File: src/rtl/lsu_pkg.sv
// Shared types for the lsu_mem64 load/store unit: FSM state encoding,
// RV64 funct3 size/sign codes and the access-size helper.
package lsu_pkg;

    typedef enum logic [2:0] {
        S_IDLE,
        S_READ,
        S_MERGE,
        S_WRITE,
        S_DONE,
        S_ERR
    } lsu_state_t;

    localparam logic [2:0] F3_B  = 3'b000;
    localparam logic [2:0] F3_H  = 3'b001;
    localparam logic [2:0] F3_W  = 3'b010;
    localparam logic [2:0] F3_D  = 3'b011;
    localparam logic [2:0] F3_BU = 3'b100;
    localparam logic [2:0] F3_HU = 3'b101;
    localparam logic [2:0] F3_WU = 3'b110;

    // Access width in bytes; funct3[1:0] alone encodes the size.
    function automatic logic [3:0] size_bytes(input logic [2:0] funct3);
        logic [3:0] sz;
        case (funct3[1:0])
            2'b00:   sz = 4'd1;
            2'b01:   sz = 4'd2;
            2'b10:   sz = 4'd4;
            default: sz = 4'd8;
        endcase
        return sz;
    endfunction

endpackage

File: src/rtl/lsu_load_align.sv
// Combinational lane select and sign/zero extension of a 64-bit memory line
// into an RV64 load result.
module lsu_load_align
    import lsu_pkg::*;
(
    input  logic [63:0] line_i,
    input  logic [2:0]  off_i,
    input  logic [2:0]  funct3_i,
    output logic [63:0] result_o
);

    logic [63:0] shifted;

    assign shifted = line_i >> {off_i, 3'b000};

    // NOTE: result_o gets a default before the case so no latch is inferred.
    always_comb begin
        result_o = '0;
        case (funct3_i)
            F3_B:    result_o = {{56{shifted[7]}},  shifted[7:0]};
            F3_H:    result_o = {{48{shifted[15]}}, shifted[15:0]};
            F3_W:    result_o = {{32{shifted[31]}}, shifted[31:0]};
            F3_D:    result_o = shifted;
            F3_BU:   result_o = {56'd0, shifted[7:0]};
            F3_HU:   result_o = {48'd0, shifted[15:0]};
            F3_WU:   result_o = {32'd0, shifted[31:0]};
            default: result_o = '0;
        endcase
    end

endmodule

File: src/rtl/lsu_mem64.sv
// Multicycle RV64 load/store unit over a doubleword memory with fixed read
// latency. Define LSU_MISALIGN_TRAP_EN to fault misaligned accesses.
module lsu_mem64
    import lsu_pkg::*;
#(
    parameter int MEM_LAT = 1
) (
    input  logic        clk,
    input  logic        rst_n,
    input  logic        start,
    input  logic        write_en,
    input  logic [2:0]  funct3,
    input  logic [63:0] addr,
    input  logic [63:0] wdata,
    output logic        busy,
    output logic        done,
    output logic [63:0] rdata,
    output logic        misalign_err,
    output logic [63:0] mem_addr,
    output logic        mem_wr,
    output logic [63:0] mem_wdata,
    input  logic [63:0] mem_rdata
);

    localparam int CW = (MEM_LAT > 1) ? $clog2(MEM_LAT) : 1;

    lsu_state_t  state_q, state_d;
    logic        we_q, we_d;
    logic [2:0]  f3_q, f3_d;
    logic [2:0]  off_q, off_d;
    logic [63:0] wdata_q, wdata_d;
    logic [63:0] line_q, line_d;
    logic [63:0] rdata_q, rdata_d;
    logic [63:0] mem_addr_q, mem_addr_d;
    logic [63:0] mem_wdata_q, mem_wdata_d;
    logic [CW-1:0] cnt_q, cnt_d;

    logic [3:0]  size_in;
    logic [2:0]  low_mask;
    logic [2:0]  off_in;
    logic        fault;
    logic [63:0] load_res;
    logic [63:0] lane_mask;
    logic [63:0] merged;

    assign size_in  = size_bytes(funct3);
    assign low_mask = size_in[2:0] - 3'd1;
    // Naturally aligned lane offset; with the trap enabled it equals addr[2:0]
    // whenever the access is allowed to proceed.
    assign off_in   = addr[2:0] & ~low_mask;

`ifdef LSU_MISALIGN_TRAP_EN
    assign fault = (funct3 == 3'b111) || (write_en && funct3[2]) ||
                   (|(addr[2:0] & low_mask));
`else
    assign fault = (funct3 == 3'b111) || (write_en && funct3[2]);
`endif

    lsu_load_align u_align (
        .line_i   (mem_rdata),
        .off_i    (off_q),
        .funct3_i (f3_q),
        .result_o (load_res)
    );

    always_comb begin
        lane_mask = 64'hFFFF_FFFF_FFFF_FFFF;
        case (f3_q[1:0])
            2'b00:   lane_mask = 64'h0000_0000_0000_00FF;
            2'b01:   lane_mask = 64'h0000_0000_0000_FFFF;
            2'b10:   lane_mask = 64'h0000_0000_FFFF_FFFF;
            default: lane_mask = 64'hFFFF_FFFF_FFFF_FFFF;
        endcase
        lane_mask = lane_mask << {off_q, 3'b000};
        merged    = (line_q & ~lane_mask) | ((wdata_q << {off_q, 3'b000}) & lane_mask);
    end

    always_comb begin
        state_d     = state_q;
        we_d        = we_q;
        f3_d        = f3_q;
        off_d       = off_q;
        wdata_d     = wdata_q;
        line_d      = line_q;
        rdata_d     = rdata_q;
        mem_addr_d  = mem_addr_q;
        mem_wdata_d = mem_wdata_q;
        cnt_d       = cnt_q;
        case (state_q)
            S_IDLE: begin
                if (start) begin
                    we_d       = write_en;
                    f3_d       = funct3;
                    off_d      = off_in;
                    wdata_d    = wdata;
                    mem_addr_d = {addr[63:3], 3'b000};
                    cnt_d      = CW'(MEM_LAT - 1);
                    if (fault) begin
                        state_d = S_ERR;
                    end else if (write_en && size_in == 4'd8) begin
                        mem_wdata_d = wdata;
                        state_d     = S_WRITE;
                    end else begin
                        state_d = S_READ;
                    end
                end
            end
            S_READ: begin
                if (cnt_q == '0) begin
                    line_d = mem_rdata;
                    if (we_q) begin
                        state_d = S_MERGE;
                    end else begin
                        rdata_d = load_res;
                        state_d = S_DONE;
                    end
                end else begin
                    cnt_d = cnt_q - CW'(1);
                end
            end
            S_MERGE: begin
                mem_wdata_d = merged;
                state_d     = S_WRITE;
            end
            S_WRITE: state_d = S_DONE;
            S_DONE:  state_d = S_IDLE;
            S_ERR:   state_d = S_IDLE;
            default: state_d = S_IDLE;
        endcase
    end

    // NOTE: sequential state uses non-blocking assignments only.
    always_ff @(posedge clk or negedge rst_n) begin
        if (!rst_n) begin
            state_q     <= S_IDLE;
            we_q        <= 1'b0;
            f3_q        <= '0;
            off_q       <= '0;
            wdata_q     <= '0;
            line_q      <= '0;
            rdata_q     <= '0;
            mem_addr_q  <= '0;
            mem_wdata_q <= '0;
            cnt_q       <= '0;
        end else begin
            state_q     <= state_d;
            we_q        <= we_d;
            f3_q        <= f3_d;
            off_q       <= off_d;
            wdata_q     <= wdata_d;
            line_q      <= line_d;
            rdata_q     <= rdata_d;
            mem_addr_q  <= mem_addr_d;
            mem_wdata_q <= mem_wdata_d;
            cnt_q       <= cnt_d;
        end
    end

    // Strobes decode straight from state so reset removes them immediately.
    assign busy         = (state_q != S_IDLE);
    assign done         = (state_q == S_DONE) || (state_q == S_ERR);
    assign misalign_err = (state_q == S_ERR);
    assign mem_wr       = (state_q == S_WRITE);
    assign rdata        = rdata_q;
    assign mem_addr     = mem_addr_q;
    assign mem_wdata    = mem_wdata_q;

endmodule
File: config.mk
export PLATFORM = sky130hd
export DESIGN_NAME = lsu_mem64
export DESIGN_NICKNAME = d
export VERILOG_FILES = /design/src/rtl/lsu_pkg.sv /design/src/rtl/lsu_load_align.sv /design/src/rtl/lsu_mem64.sv
export SDC_FILE = /design/constraint.sdc
export NUM_CORES = 1
export LEC_CHECK = 0
export CELL_PAD_IN_SITES_DETAIL_PLACEMENT = 1
export CELL_PAD_IN_SITES_GLOBAL_PLACEMENT = 1
export CORE_AREA = 3 3 190 192
export CTS_BUF_LIST = sky130_fd_sc_hd__clkbuf_16
export DETAILED_ROUTE_END_ITERATION = 10
export DIE_AREA = 0 0 193 195
export DONT_BUFFER_PORTS = 1
export PLACE_DENSITY = 0.86
export SLEW_MARGIN = 20
export SYNTH_ARGS = -nofsm -noshare
export SYNTH_HDL_FRONTEND = slang
export SYNTH_SLANG_ARGS = --single-unit
File: constraint.sdc
create_clock -name clk -period 2.3 [get_ports clk]
set_input_delay 0.345 -clock clk [delete_from_list [all_inputs] [get_ports clk]]
set_output_delay 0.345 -clock clk [all_outputs]
set_load 0.03 [all_outputs]
==> results.txt, run 1 <==
Sw Ratio = 49.9%
HP Class = in -> async
total power = 36.8 mW
clock root cell = clkbuf_16
FMAX = 0.441 GHz
Mapped Cells = 1776
die area = 37600 um^2
die width = 193 um
Post-Syn Area = 17000 um^2
WL final = 74700 um
Fin. Hold Viols = 327
Static Leak = 9.38 nW
Die Span Y = 195 um
routed vias = 16000
CTS Buf Count = 37
status = finished with violations
crit-path leading delay family = simple AND/OR/NAND/NOR gates
Max Root-Sink Buffers = 3
GRT Util Overall = 39.1%
slowest stage delay, CP = 510 ps
Synth Warn # = 0
row count = 68
sw power = 18.4 mW
Clock transition at path regs = 70 ps
Worst Setup Start Kind = register
Bufs and invs on worst path = 2
unrepaired setup endpoints after global routing = yes
clk_lat worst skew = 540 ps
Vias/cell = 6.52
fraction of layout cells with a size suffix above 1 = 14.4%
grt ovf = 0
crit share post-route = 98.7%
drt pass-1 iters = 5
unique cell type count in the Yosys netlist = 57
initial DRC count = 1426
post-layout util = 61.0%
Post-synth ARST share = 100%
Seq pwr share = 41.1%
HPWL Detailed = 47600 um
# IOs = 395
Logic pwr share = 42.3%
Setup Skew = 23.8 ps
Critical-path top delay cell = dfrtp_4
Worst Setup SP = off_q[1]
largest net degree at the start of global routing = 328
Int Power = 18.5 mW
RR Startpoint = off_q[1]
maximum VDD drop = 824 uV
Finish-stage setup viols = 0
failing checks = hold timing
post-synthesis average cell area = 9.54 um^2
Slew Limit Headroom = 44.1%
flop2flop setup slack = 30 ps
final net count = 2161
Core Box Area = 34500 um^2
CP Capture Type = register
H-tree depth = 2
I/O Buffers = 0
Pwr per Cell Area = 1750 nW/um^2
CP Cell Sequence = buf_12 > nor2b_1 > buf_4 > o2bb2ai_1 > nand2_1 > and3_1 > o22ai_1
WHS = -472 ps
Initial Util = 49.1%
Final GP Congestion = 0.981
Clock Power Share = 16.6%
CP max FO = 60
initial antenna violation count = 6
setup TNS = 0 ps
Seq/Total Area, Yosys = 48.3%
Synth Flop Type = dfrtp_1
sink count of the clock tree = 327
MaxCap Viol Count = 0
Slew @ Worst Pin = 839 ps
Worst Path Required = 2760 ps
#FFs+latches synth = 327
WP data arrival = 2730 ps
Final Critical Period = 2270 ps
CTS tree = yes
Wirelength per Cell = 30.5 um
Max Transition Viols Final = 0
hold_buf cts = 194
critical path class = reg -> reg
post-route ant nets = 0
Area Overhead vs Synth = 24.3%
Post-synth EDFFs = 0
DRC = 0
vias in the first global route = 17000
first-pass GRT wire length = 111000 um
per-stage QoR:
step           hold slack, ps  instance area [um^2]  setup WS [ps]  std cells
6_report                 -472                 21100           30.5       2451
4_1_cts                  -502                 21000           18.4       2444
3_3_place_gp             57.9                 17800            111       2183
5_1_grt                  -490                 21100          -35.4       2449
3_5_place_dp             57.6                 17800           16.4       2183
2_1_floorplan            49.4                 17000            273       1778
area by class of cell:
cell class / instances / area (um^2)
clock inverters: 29 / 272
clock buffers: 38 / 951
repair buffers: 289 / 2880
fillers: 3775 / 13500
diodes: 6 / 15.0
flip-flops and latches: 327 / 8190
inverters: 13 / 48.8
multi-input cells: 1294 / 8140
well taps: 455 / 569
logic make-up (layout without fill, tap and decap cells):
family | count (synthesis) | count (layout) | share of synthesized area (%)
muxes | 219 | 219 | 16.2
other | 1 | 9 | 0.0221
AOI/OAI and AO/OA | 386 | 386 | 14.5
buffers and inverters | 157 | 369 | 4.21
DFF | 327 | 327 | 48.3
and+or+nand+nor | 686 | 686 | 16.7
registers in the layout (all words and copies together), names as in the netlist:
| register | cells |
|---|---|
| we_q | 1 |
| wdata_q | 64 |
| f3_q | 3 |
| state_q | 3 |
| mem_addr | 61 |
| mem_wdata | 64 |
| off_q | 3 |
| line_q | 64 |
| rdata | 64 |
final timing paths:
path,end,depth (start not counted)
setup / recovery,mem_wdata[54],7
hold / removal,mem_addr[42],0
setup reg to reg,mem_wdata[54],7
hold reg to reg,line_q[28],1
max in group asynchronous,rdata[11],0
min in group clk,mem_wdata[55],2
synth_stat cells, types with 15 or more instances:
cell	instances	share of area [%]
nand2_1	533	12
dfrtp_1	327	48
mux2i_1	106	6.3
a21oi_1	103	3.0
clkbuf_1	90	2.0
mux2_2	76	5.0
o21ai_0	73	2.2
nor2_1	55	1.2
a211oi_1	52	2.3
a31oi_1	46	1.7
nor2b_1	38	1.4
mux4_2	37	4.9
buf_2	22	0.65
a22oi_1	18	0.80
o211ai_1	16	0.71
buf_1	15	0.33
layer usage:
layer | vias to the layer above | part of all wire [%] | global-route usage, %
met4 | 4 | 5.4 | 17.1
met1 | 8146 | 38 | 49.9
li1 | 6624 | - | -
met5 | - | 0.036 | 0
met3 | 250 | 10 | 10.9
met2 | 956 | 47 | 62.5
timing repair:
item                                    in CTS  in global routing
gates cloned                                 0                  1
endpoints found under the setup margin       4                 70
pin swaps                                    0                  0
setup buffers                                0                  0
endpoints found under the hold margin      553                327
gates resized for setup                      1                 12
power by group through the flow:
stage | clock network [mW] | registers (mW) | logic (mW)
final | 6.13 | 15.1 | 15.6
after floorplan | 0 | 13.3 | 10.1
after global placement | 0 | 14.8 | 13.8
after CTS | 6.09 | 14.8 | 14.7
after global routing | 6.41 | 15.3 | 16.7
after detailed placement | 0 | 14.9 | 14.3
cells in the final DEF, fill, tap and decap left out, drive strengths merged, types with 10 or more instances in the layout:
cell / count
a31oi: 46
mux4: 37
dfrtp: 327
nor2b: 38
mux2i: 106
clkinv: 17
a211oi: 54
nor2: 55
o221ai: 10
clkbuf: 39
mux2: 76
o22ai: 14
dlygate4sd3: 194
a22oi: 18
o21ai: 80
buf: 94
a21oi: 103
inv: 18
nand2: 533
o211ai: 16
nand3: 14
Note: power is estimated with default switching activity, not from simulation.
==> run 2, diff against run 1 <==
Settings changed: MAX_ROUTING_LAYER set to met4.
==> run 2 against run 1 <==
The run still ends with hold timing left. Cell area fell by 0.32%. Via count rose by 1.3%. Critical path depth fell by 1. First-iteration DRC count rose by 30%. Clock skew fell by 7.0 ps. Global-route usage rose by 2.9 points. Sequential power barely moved. Die area did not move. Non-clock buffer count rose by 3. Largest power group unchanged.
==> results.txt, run 2 (same netlist as run 1, synthesis figures left out) <==
clock root cell = clkbuf_16
CTS Buf Count = 38 (+2.7%)
Placed Area = 17800 um^2 (-0.17%)
Seq pwr share = 41.0% (about the same)
Worst Path Required = 2710 ps (-50 ps)
R2R cell count = 6 (-1)
fraction of layout cells with a size suffix above 1 = 14.5% (+0.071 points)
Worst Setup Start Kind = register
die width = 193 um (unchanged)
Placed Cells incl. Taps = 2184 (+0.046%)
status = finished with violations
Final Critical Period = 2290 ps (+15.9 ps)
H-tree depth = 2 (unchanged)
critical path class = reg -> reg
maximum VDD drop = 1040 uV (+27%)
Slew @ Worst Pin = 652 ps (-187 ps)
WL final = 77900 um (+4.4%)
Clock Power Share = 16.3% (-0.3 points)
Worst Setup SP = f3_q[1]
drt pass-1 iters = 5 (unchanged)
Clock transition at path regs = 70 ps (about the same)
sink count of the clock tree = 327 (unchanged)
DRC = 0 (unchanged)
RR Startpoint = f3_q[1]
Core Box Area = 34500 um^2 (unchanged)
Logic pwr share = 42.7% (+0.4 points)
HP Class = in -> async
Fin. Hold Viols = 328 (+0.31%)
Setup Skew = 16.8 ps (-7.02 ps)
crit share post-route = 99.4% (+0.69 points)
Final Non-Filler Cells = 2453 (+0.082%)
Area Overhead vs Synth = 23.9%
post-route ant nets = 0 (unchanged)
final setup margin = 14.5 ps (-15.9 ps)
largest net degree at the start of global routing = 328 (unchanged)
routed vias = 16200 (+1.3%)
Finish-stage setup viols = 0 (unchanged)
Initial Util = 49.1% (unchanged)
GRT Util Overall = 42.0% (+2.9 points)
hold_buf cts = 197 (+1.5%)
commonest non-fill, non-tap cell in the layout = nand2_1
WP data arrival = 2690 ps (-40 ps)
initial antenna violation count = 6 (unchanged)
CP max FO = 15 (-75%)
Pwr per Cell Area = 1760 nW/um^2 (+0.93%)
Final GP Congestion = 1.00 (+1.8%)
clk_lat worst skew = 560 ps (+20 ps)
Sw Ratio = 51.0% (+1.1 points)
CP Capture Type = register
Max Transition Viols Final = 0 (unchanged)
Static Leak = 9.39 nW (+0.13%)
final instance area = 21000 um^2 (-0.32%)
unrepaired setup endpoints after global routing = yes
die area = 37600 um^2 (unchanged)
final net count = 2165 (+0.19%)
initial DRC count = 1856 (+30%)
sw power = 18.9 mW (+2.8%)
# IOs = 395 (unchanged)
failing checks = hold timing
HPWL Detailed = 48900 um (+2.8%)
Die Span Y = 195 um (unchanged)
Slew Limit Headroom = 56.1% (+12 points)
Int Power = 18.2 mW (-1.6%)
WHS = -511 ps (-39.1 ps)
MaxCap Viol Count = 0 (unchanged)
Vias/cell = 6.60 (+1.2%)
vias in the first global route = 17100 (+0.80%)
CTS tree = yes
dpl ws = 79.5 ps (+63.1 ps)
Max Root-Sink Buffers = 3 (unchanged)
Post-CTS Setup Repair Bufs = 0 (unchanged)
grt ovf = 0 (unchanged)
first-pass GRT wire length = 115000 um (+3.8%)
most frequent cells in the layout = nand2_1 (531), dfrtp_1 (324), dlygate4sd3_1 (197), mux2i_1 (104), a21oi_1 (103)
Wirelength per Cell = 31.8 um (+4.3%)
row count = 68 (unchanged)
FMAX = 0.438 GHz (-0.70%)
I/O Buffers = 0 (unchanged)
## run 2: cell count changes in the layout (fill, tap and decap cells not counted), sizes merged, moves of 2 or more
cell,delta
diode,-2
clkinvlp,-2
dlygate4sd3,+3
bufinv,-2
clkinv,-3
inv,+8
## run 2: critical path: stages, from the launching register on
cell      delay [ps]
dfrtp_1          670
a21o_1           210
nor2_1           110
a211oi_4         300
buf_4            260
mux2i_1          410
mux2i_1          180
## run 2: layout make-up
cell class                 instances  area (um^2)
multi-input combinational       1294         8140
sequential                       327         8190
clock buffer                      38          951
tap                              455          569
clock inverter                    30          231
fill                            3737        13500
inverter                          13         48.8
timing repair buffer             292         2860
antenna                            4         10.0
## run 2: worst paths after layout
| check | end | slack [ps] |
|---|---|---|
| max | mem_wdata[16] | 10 |
| min | mem_addr[35] | -510 |
| max reg2reg | mem_wdata[16] | 10 |
| min reg2reg | line_q[31] | 500 |
| max in group asynchronous | off_q[1] | 2320 |
| min in group clk | mem_wdata[42] | 0 |
## run 2: power by group through the flow
stage	Combinational (mW)	Sequential (mW)	Clock, mW
5_1_grt	16.8	15.4	6.31
3_3_place_gp	13.8	14.8	0
3_5_place_dp	14.3	14.9	0
2_1_floorplan	10.1	13.3	0
4_1_cts	14.8	14.9	5.97
6_report	15.8	15.2	6.03
## run 2: what timing repair did
action / 4_1_cts / 5_1_grt
hold endpoints to repair: 577 / 327
resized for setup: 0 / 13
setup endpoints to repair: 0 / 68
## run 2: per-stage QoR
stage / util (%) / setup TNS [ps] / total power [mW] / hold WS, ps
floorplan: - / 0 / 23.4 / 49.4
global placement: 51.5 / 0 / 28.6 / 57.8
detailed placement: 51.5 / 0 / 29.3 / 61.8
CTS: 60.6 / 0 / 35.7 / -526
global route: 60.8 / -5.46 / 38.5 / -523
finish: 60.8 / 0 / 37.1 / -511
## run 2: metal layers
metal / part of all wire (%) / up-vias / global-route usage (%)
met5: 0 / - / -
met4: 5.2 / 0 / 17.5
met3: 10 / 252 / 10.5
met2: 47 / 1047 / 65.1
met1: 38 / 8255 / 52.9
li1: - / 6635 / -
